<file path="src/rtl/sensor_uart_pkg.sv">
// Shared types and constants for the sensor UART packet receive path.
// Pure declarations; no timing or flow control of its own.
package sensor_uart_pkg;

  typedef enum logic [2:0] {
    HUNT,
    LEN,
    PAYLOAD,
    CHECK,
    DRAIN
  } state_t;

  localparam logic [1:0] ERR_LEN     = 2'd0;
  localparam logic [1:0] ERR_TIMEOUT = 2'd1;
  localparam logic [1:0] ERR_CHK     = 2'd2;
  localparam logic [1:0] ERR_OVERRUN = 2'd3;

  localparam logic [7:0] DEFAULT_SYNC_BYTE = 8'hA5;

  // Index width for an n-entry range, never narrower than one bit.
  function automatic int idx_width(input int n);
    return (n > 1) ? $clog2(n) : 1;
  endfunction

endpackage

</file>
<file path="src/rtl/sensor_pkt_buf.sv">
// Payload store: MAX_LEN x 8 register array, one synchronous write port.
// Read port is combinational (zero latency); no flow control, contents are not reset.
module sensor_pkt_buf
  import sensor_uart_pkg::*;
#(
  parameter int MAX_LEN = 16,
  parameter int PTR_W   = idx_width(MAX_LEN)
) (
  input  logic             clk,
  input  logic             we,
  input  logic [PTR_W-1:0] waddr,
  input  logic [7:0]       wdata,
  input  logic [PTR_W-1:0] raddr,
  output logic [7:0]       rdata
);

  logic [7:0] mem [MAX_LEN];

  always_ff @(posedge clk) begin
    if (we) begin
      mem[waddr] <= wdata;
    end
  end

  assign rdata = mem[raddr];

endmodule

</file>
<file path="src/rtl/sensor_pkt_rx.sv">
// Sync-hunting frame decoder; payload is buffered and released only after the checksum matches.
// All outputs registered one cycle after the input strobe; out stream holds under !out_ready, bytes arriving while draining are dropped.
module sensor_pkt_rx
  import sensor_uart_pkg::*;
#(
  parameter int         MAX_LEN        = 16,
  parameter int         TIMEOUT_CYCLES = 17360,
  parameter logic [7:0] SYNC_BYTE      = DEFAULT_SYNC_BYTE
) (
  input  logic       clk,
  input  logic       rst_n,
  input  logic [7:0] in_data,
  input  logic       in_valid,
  output logic [7:0] out_data,
  output logic       out_valid,
  input  logic       out_ready,
  output logic       out_last,
  output logic       frame_ok,
  output logic       frame_err,
  output logic [1:0] err_code,
  output logic       busy
);

  localparam int               PTR_W     = idx_width(MAX_LEN);
  localparam int               TMO_W     = idx_width(TIMEOUT_CYCLES);
  localparam logic [7:0]       MAX_LEN_B = 8'(MAX_LEN);
  localparam logic [TMO_W-1:0] TMO_LAST  = TMO_W'(TIMEOUT_CYCLES - 1);
  localparam logic [TMO_W-1:0] TMO_ONE   = TMO_W'(1);
  localparam logic [PTR_W-1:0] PTR_ONE   = PTR_W'(1);

  state_t           state_q, state_d;
  logic [PTR_W-1:0] last_idx_q, last_idx_d;
  logic [PTR_W-1:0] wptr_q, wptr_d;
  logic [PTR_W-1:0] rptr_q, rptr_d;
  logic [7:0]       acc_q, acc_d;
  logic [TMO_W-1:0] tmo_q, tmo_d;

  logic [7:0]       out_data_d;
  logic             out_valid_d, out_last_d;
  logic             frame_ok_d, frame_err_d;
  logic [1:0]       err_code_d;

  logic             buf_we;
  logic [PTR_W-1:0] buf_raddr;
  logic [7:0]       buf_rdata;

  logic             timed, tmo_hit;
  logic [PTR_W-1:0] rptr_nxt;

  sensor_pkt_buf #(
    .MAX_LEN (MAX_LEN),
    .PTR_W   (PTR_W)
  ) u_buf (
    .clk   (clk),
    .we    (buf_we),
    .waddr (wptr_q),
    .wdata (in_data),
    .raddr (buf_raddr),
    .rdata (buf_rdata)
  );

  // A byte in the expiry cycle takes priority over the timeout.
  assign timed    = (state_q == LEN) || (state_q == PAYLOAD) || (state_q == CHECK);
  assign tmo_hit  = timed && !in_valid && (tmo_q == TMO_LAST);
  assign rptr_nxt = rptr_q + PTR_ONE;

  always_comb begin
    state_d     = state_q;
    last_idx_d  = last_idx_q;
    wptr_d      = wptr_q;
    rptr_d      = rptr_q;
    acc_d       = acc_q;
    tmo_d       = (timed && !in_valid && !tmo_hit) ? tmo_q + TMO_ONE : '0;
    out_data_d  = out_data;
    out_valid_d = out_valid;
    out_last_d  = out_last;
    frame_ok_d  = 1'b0;
    frame_err_d = 1'b0;
    err_code_d  = err_code;
    buf_we      = 1'b0;
    buf_raddr   = '0;

    case (state_q)
      HUNT: begin
        if (in_valid && (in_data == SYNC_BYTE)) begin
          acc_d   = '0;
          state_d = LEN;
        end
      end

      LEN: begin
        if (in_valid) begin
          if ((in_data == 8'd0) || (in_data > MAX_LEN_B)) begin
            frame_err_d = 1'b1;
            err_code_d  = ERR_LEN;
            state_d     = HUNT;
          end else begin
            last_idx_d = PTR_W'(in_data - 8'd1);
            acc_d      = in_data;
            wptr_d     = '0;
            state_d    = PAYLOAD;
          end
        end
      end

      PAYLOAD: begin
        if (in_valid) begin
          buf_we = 1'b1;
          acc_d  = acc_q + in_data;
          if (wptr_q == last_idx_q) begin
            state_d = CHECK;
          end else begin
            wptr_d = wptr_q + PTR_ONE;
          end
        end
      end

      CHECK: begin
        if (in_valid) begin
          if (in_data == acc_q) begin
            frame_ok_d  = 1'b1;
            rptr_d      = '0;
            out_valid_d = 1'b1;
            out_data_d  = buf_rdata;
            out_last_d  = (last_idx_q == '0);
            state_d     = DRAIN;
          end else begin
            frame_err_d = 1'b1;
            err_code_d  = ERR_CHK;
            state_d     = HUNT;
          end
        end
      end

      DRAIN: begin
        // Prefetch the following byte so a transfer can be replaced next cycle.
        buf_raddr = rptr_nxt;
        if (in_valid) begin
          frame_err_d = 1'b1;
          err_code_d  = ERR_OVERRUN;
        end
        if (out_valid && out_ready) begin
          if (out_last) begin
            out_valid_d = 1'b0;
            out_last_d  = 1'b0;
            state_d     = HUNT;
          end else begin
            rptr_d     = rptr_nxt;
            out_data_d = buf_rdata;
            out_last_d = (rptr_nxt == last_idx_q);
          end
        end
      end

      default: state_d = HUNT;
    endcase

    if (tmo_hit) begin
      frame_err_d = 1'b1;
      err_code_d  = ERR_TIMEOUT;
      state_d     = HUNT;
    end
  end

  always_ff @(posedge clk or negedge rst_n) begin
    if (!rst_n) begin
      state_q    <= HUNT;
      last_idx_q <= '0;
      wptr_q     <= '0;
      rptr_q     <= '0;
      acc_q      <= '0;
      tmo_q      <= '0;
      out_data   <= '0;
      out_valid  <= 1'b0;
      out_last   <= 1'b0;
      frame_ok   <= 1'b0;
      frame_err  <= 1'b0;
      err_code   <= '0;
      busy       <= 1'b0;
    end else begin
      state_q    <= state_d;
      last_idx_q <= last_idx_d;
      wptr_q     <= wptr_d;
      rptr_q     <= rptr_d;
      acc_q      <= acc_d;
      tmo_q      <= tmo_d;
      out_data   <= out_data_d;
      out_valid  <= out_valid_d;
      out_last   <= out_last_d;
      frame_ok   <= frame_ok_d;
      frame_err  <= frame_err_d;
      err_code   <= err_code_d;
      busy       <= (state_d != HUNT);
    end
  end

endmodule

</file>
<file path="config.mk">
export PLATFORM = sky130hd
export DESIGN_NAME = sensor_pkt_rx
export DESIGN_NICKNAME = d
export VERILOG_FILES = /design/src/rtl/sensor_uart_pkg.sv /design/src/rtl/sensor_pkt_buf.sv /design/src/rtl/sensor_pkt_rx.sv
export SDC_FILE = /design/constraint.sdc
export NUM_CORES = 1
export LEC_CHECK = 0
export CAP_MARGIN = 0
export CELL_PAD_IN_SITES_DETAIL_PLACEMENT = 1
export CELL_PAD_IN_SITES_GLOBAL_PLACEMENT = 2
export CORE_AREA = 2 2 137 205
export CTS_CLUSTER_DIAMETER = 40
export DETAILED_ROUTE_END_ITERATION = 16
export DIE_AREA = 0 0 139 207
export PLACE_DENSITY = 0.62
export SLEW_MARGIN = 40
export SYNTH_ARGS = -nofsm -noshare
export SYNTH_HDL_FRONTEND = slang
export SYNTH_HIERARCHICAL = 1
export SYNTH_SLANG_ARGS = --single-unit
export TNS_END_PERCENT = 20
</file>
<file path="constraint.sdc">
create_clock -name clk -period 3.4 [get_ports clk]
set_clock_uncertainty 0.2 [all_clocks]
set_input_delay 1.02 -clock clk [delete_from_list [all_inputs] [get_ports clk]]
set_output_delay 1.02 -clock clk [all_outputs]
set_load 0.02 [all_outputs]
</file>
Word-level counts from Yosys, hierarchy flattened --
Memories as Yosys holds them, arrays and structs flattened. Index checks and enable logic that the tools add are counted.
Operators by class: add/subtract/negate cells 5, $lt $le $gt $ge 1, equality and inequality tests 24, muxes and demuxes 63, bitwise logic cells 1, reduce and logical (&&, ||, !) cells 25
Operators by type and width (number):
- $mux 8 | 8
- $mux 4 | 9
- $mux 3 | 9
- $pmux 8 s3 | 1
- $mux 1 | 20
- $reduce_and 5->1 | 4
- $ne 2x2->1 const B | 9
- $pmux 4 s2 | 2
- $pmux 8 s2 | 1
- $add 15x1->15 const B | 1
- $eq 15x15->1 const B | 1
- $mux 15 | 1
- $pmux 3 s5 | 1
- $mux 2 | 7
- $ne 3x3->1 const B | 4
- $add 4x1->4 const B | 2
- $add 8x8->8 | 1
- $eq 4x4->1 | 2
- $eq 8x8->1 | 1
- $eq 8x8->1 const B | 1
- $gt 8x5->1 const B | 1
- $logic_not 8->1 | 1
- $eq 3x2->1 const B | 2
- $pmux 2 s3 | 1
- other kinds (19) | 29
Word-level totals: bits in registers 53, bits in writable memories 128, input bits 12, output and inout bits 15, word-level logic and storage cells 133, memories 1
Memories:
- u_buf.mem | depth 16, width 8, read ports 1, clocked after memory_dff 0, wr ports 1, line sensor_pkt_buf.sv:17 | logic [7:0] mem [MAX_LEN];

Longest topological paths before layout --
depth after elaboration 8, mapped depth 10, gate-level depth less buffers 7

Modules after synthesis --
Netlist, hierarchy kept.
Modules (own cells, without submodules):
- sensor_pkt_buf | times used 1, cells an instance 221, area each 4987.3 um^2, seq. area each 3843.7 um^2
- sensor_pkt_rx | times used 1, cells an instance 279, area each 3000.4 um^2, seq. area each 1326.3 um^2

Worst setup path after synthesis --
Ideal clock, no wire load.
kind input to register, start in in_valid, end mem u_buf.mem[0][0], enable pin, library setup time 0.383 ns, arrival time 2.521 ns, required time 2.817 ns, path slack 0.296 ns, cell stages on the path 5, path buffers 0, path through nand2b_1 > nand2b_1 > inv_1 > or3b_2 > nor3_1
Between the ends: word-level cells in the longest chain between the ends 4
RTL lines:
- start, declared | line sensor_pkt_rx.sv:13 | input logic in_valid,
- $mux 1 | line sensor_pkt_rx.sv:107 | if (in_valid) begin
- $mux 1 | line sensor_pkt_rx.sv:83 | case (state_q)
- via buf_we | line sensor_pkt_rx.sv:43 | logic buf_we;
- $mux 1 | line sensor_pkt_buf.sv:20 | if (we) begin
- $mux 1 (implied by the code) | line sensor_pkt_buf.sv:21 | mem[waddr] <= wdata;
- end, declared | line sensor_pkt_buf.sv:17
The timed path passes the listed nets, and every way through them passes these cells.

Worst setup path in the final report --
start in in_data[2], end reg out_data[7]
Between the ends: word-level cells in the longest chain between the ends 3
RTL lines:
- start, declared | line sensor_pkt_rx.sv:12 | input logic [7:0] in_data,
- $eq 8x8->1 | line sensor_pkt_rx.sv:120 | if (in_data == acc_q) begin
- $ne 2x1->1 (no source line)
- $reduce_and 5->1 (no source line)
- end signal, assigned | line sensor_pkt_rx.sv:187 | out_data <= out_data_d;
- end, declared | line sensor_pkt_rx.sv:14 | output logic [7:0] out_data,
No other way between the ends. A chain may end at the register's enable or synchronous reset.

==> results.yml <==
drt:
  routed_wirelength_um: 19810
  vias: 4621
  wl_per_cell_um: 21.05
  drc: 0
  detail-route-antenna-nets: 0
  drt_iter0_drc: 149
  routed_via_density: 4.911
  first_pass_iters: 4
synthesis:
  syn_inst: 500
  synth-main-ff-cell: "edfxtp_1"
  synthDistinctLibCells: 57
  yosys_warnings: 6
  async_flop_share_pct: 29.28
  syn_area_um2: 7988
  synth_edf_count: 128
  synth_most_common_cell: "edfxtp_1"
  synth_top_area_share_pct: 48.12
  ys_top_cells_by_area: "edfxtp_1 48%, dfrtp_1 17%, mux4_2 5.1%, mux4_1 4.6%, xnor2_1 2.0%"
  yosysTopAreaCell: "edfxtp_1"
  ys_seq_area_share_pct: 64.72
  synthesis.nets: 525
  synth_seq_cells: 181
  synth_common_cells: "128 x edfxtp_1, 53 x dfrtp_1, 36 x nor2_1, 28 x nand2_1"
  syn_avg_cell_area_um2: 15.98
floorplanning:
  start_util_pct: 29.54
  io_pins: 27
  die_y_um: 207
  die_w_um: 139
  fp.dieArea_um2: 28770
  core_area_um2: 27040
  num_rows: 74
sta:
  maxSlewViolCount: 0
  final-setup-viol-count: 0
  post-route-min-period_ps: 3287
  tightest_slew_ps: 738.6
  rsz0062_at_grt: "false"
  hold_viol: 0
  min_period_over_period_pct: 96.67
  max_slew_margin_pct: 50.76
  fmax_ghz: 0.3043
  hold_ws_ps: 258.8
setup_path:
  worstSetupPathType: "primary input to register"
  reg2reg_to: "out_data[5]$_DFFE_PN0P_"
  critPathMaxStageDelay_ps: 510
  critPathLaunchType: "primary input"
  r2r_cells: 8
  crit_path_top_delay_cell: "clkdlybuf4s50_1"
  required_ps: 3510
  worst_setup_path_end_kind: "register"
  r2r_start: "state_q[0]$_DFF_PN0_"
  cp_max_fo: 12
  rrSetupSlack_ps: 580
  crit_chain: "clkdlybuf4s50_1 > ha_1 > nor4_2 > and3_1 > and4_4 > a41o_4 > mux2_2"
  arrival_ps: 3390
layout:
  fin_nets: 612
  finalCoreUtilization_pct: 35.47
  layout-drive-gt1-share_pct: 22.04
  diodes: 0
  area_delta_synth_final_pct: 20.07
  fin_cells: 941
run_status:
  outcome: "completed"
clock_tree:
  cts_setup_buffers: 0
  cts_tree: "built"
  clock_sinks: 181
  clk_pin_slew_ps: 70
  cts_htree_levels: 4
  worstSkewPairLatency_ps: 430
  cts_root_buffer: "clkbuf_16"
  numCtsBuffers: 17
  clockBufferDepth: 2
worst_hold_path:
  hp-class: "register to register"
  min_from: "tmo_q[0]$_DFF_PN0_"
  hold-path-endpoint: "tmo_q[0]$_DFF_PN0_"
  holdPathStages: 1
grt:
  antenna_found_initial: 0
  first_global_vias: 5278
  grt_usage_pct: 14.50
  grt_pass1_wl_um: 31470
  grt_max_degree: 54
  grt.overflow.total: 0
place:
  gp_congestion: 0.8112
  port_buffers: 26
  dp_hpwl_um: 14230
  dp_cells: 910
run:
  cap_violations: 0
pwr:
  p_leak_nw: 3.539
  peakVddDrop_uv: 329.7
  power_density_nw_per_um2: 462.5
[cell type report]
type / instances / area, um^2
fillers: 2817 / 17450
flip-flops and latches: 181 / 5170
multi-input cells: 295 / 2674
repair buffers: 87 / 750.7
clock buffers: 21 / 440.4
well taps: 342 / 427.9
clock inverters: 10 / 108.9
inverters: 5 / 18.77
[layout by cell type, fill, tap and decap left out, types with 3 or more instances in the layout]
cell type	count
nor2_1	35
a21oi_1	4
inv_1	5
a22o_1	5
o21ai_0	9
mux4_1	14
xnor2_1	18
buf_4	58
a22oi_1	16
clkbuf_1	4
mux4_2	18
mux2_4	10
buf_12	3
o31ai_1	3
mux2_2	9
nand2b_1	8
and3_1	11
dfrtp_1	53
xor2_1	17
edfxtp_1	128
nor3_1	9
nand2_1	28
a21o_1	3
ha_1	12
nand3_1	13
nand3b_1	5
nor4_1	4
and4_1	3
clkinvlp_4	3
and2_1	5
clkdlybuf4s50_1	25
clkbuf_16	17
[sequential cells by signal, indices dropped and copies added, names as in the netlist]
name	count
u_buf/mem	128
rptr_q	4
acc_q	8
tmo_q	15
busy	1
out_valid	1
err_code	2
frame_ok	1
out_last	1
frame_err	1
wptr_q	4
last_idx_q	4
state_q	3
out_data	8
[how the worst max path moves through the flow]
| stage | start | to | slack, ps | cells past startpoint |
|---|---|---|---|---|
| 2_1_floorplan | in_valid | u_buf/mem[0][0]$_DFFE_PP_ | 300 | 5 |
| 3_3_place_gp | in_data[2] | out_data[7]$_DFFE_PN0P_ | -350 | 7 |
| 3_5_place_dp | in_data[2] | out_data[0]$_DFFE_PN0P_ | -360 | 7 |
| 4_1_cts | in_data[2] | out_data[7]$_DFFE_PN0P_ | 70 | 7 |
| 5_1_grt | in_data[2] | acc_q[3]$_DFFE_PN0P_ | 20 | 7 |
| 6_report | in_data[2] | out_data[7]$_DFFE_PN0P_ | 110 | 7 |
[critical path: cells and delay by family]
kind | cells | cell delay [ps]
compound gates | 1 | 250
mux | 1 | 370
buf+inv | 1 | 510
fa+ha+maj | 1 | 370
simple gates | 3 | 860
[repair_timing]
item | CTS | global route
hold endpoints to repair | 0 | 0
hold buffers | 0 | 0
resized for setup | 0 | 2
setup endpoints to repair | 0 | 12
[stage by stage]
| step | power [mW] | setup TNS (ps) | setup slack (ps) | area [um^2] |
|---|---|---|---|---|
| 2_1_floorplan | 2.486 | 0 | 295.5 | 7988 |
| 3_3_place_gp | 2.595 | -5489 | -350.6 | 9029 |
| 3_5_place_dp | 2.601 | -6357 | -361.0 | 9029 |
| 4_1_cts | 4.484 | 0 | 71.96 | 9578 |
| 5_1_grt | 4.589 | 0 | 16.68 | 9590 |
| 6_report | 4.436 | 0 | 113.3 | 9590 |
[power breakdown]
group	switching [mW]	internal (mW)
registers	0.00849	2.38
logic	0.102	0.0673
clock network	0.811	1.07
[cells by family after synthesis]
group | after synthesis | share of synthesized area [%]
buf+inv | 24 | 2.052
fa+ha+maj | 13 | 2.130
xor+xnor | 35 | 3.838
compound gates | 57 | 5.341
simple gates | 139 | 9.085
flops | 181 | 64.72
mux | 51 | 12.83
[layer usage]
layer	wire, um	GRT usage, %	vias to the layer above
met4	452	5.051	0
met3	388	2.450	22
met5	0	0	-
met2	11530	28.35	49
li1	-	-	2122
met1	7444	15.44	2428
No activity file was read; power rests on OpenSTA's default activity.
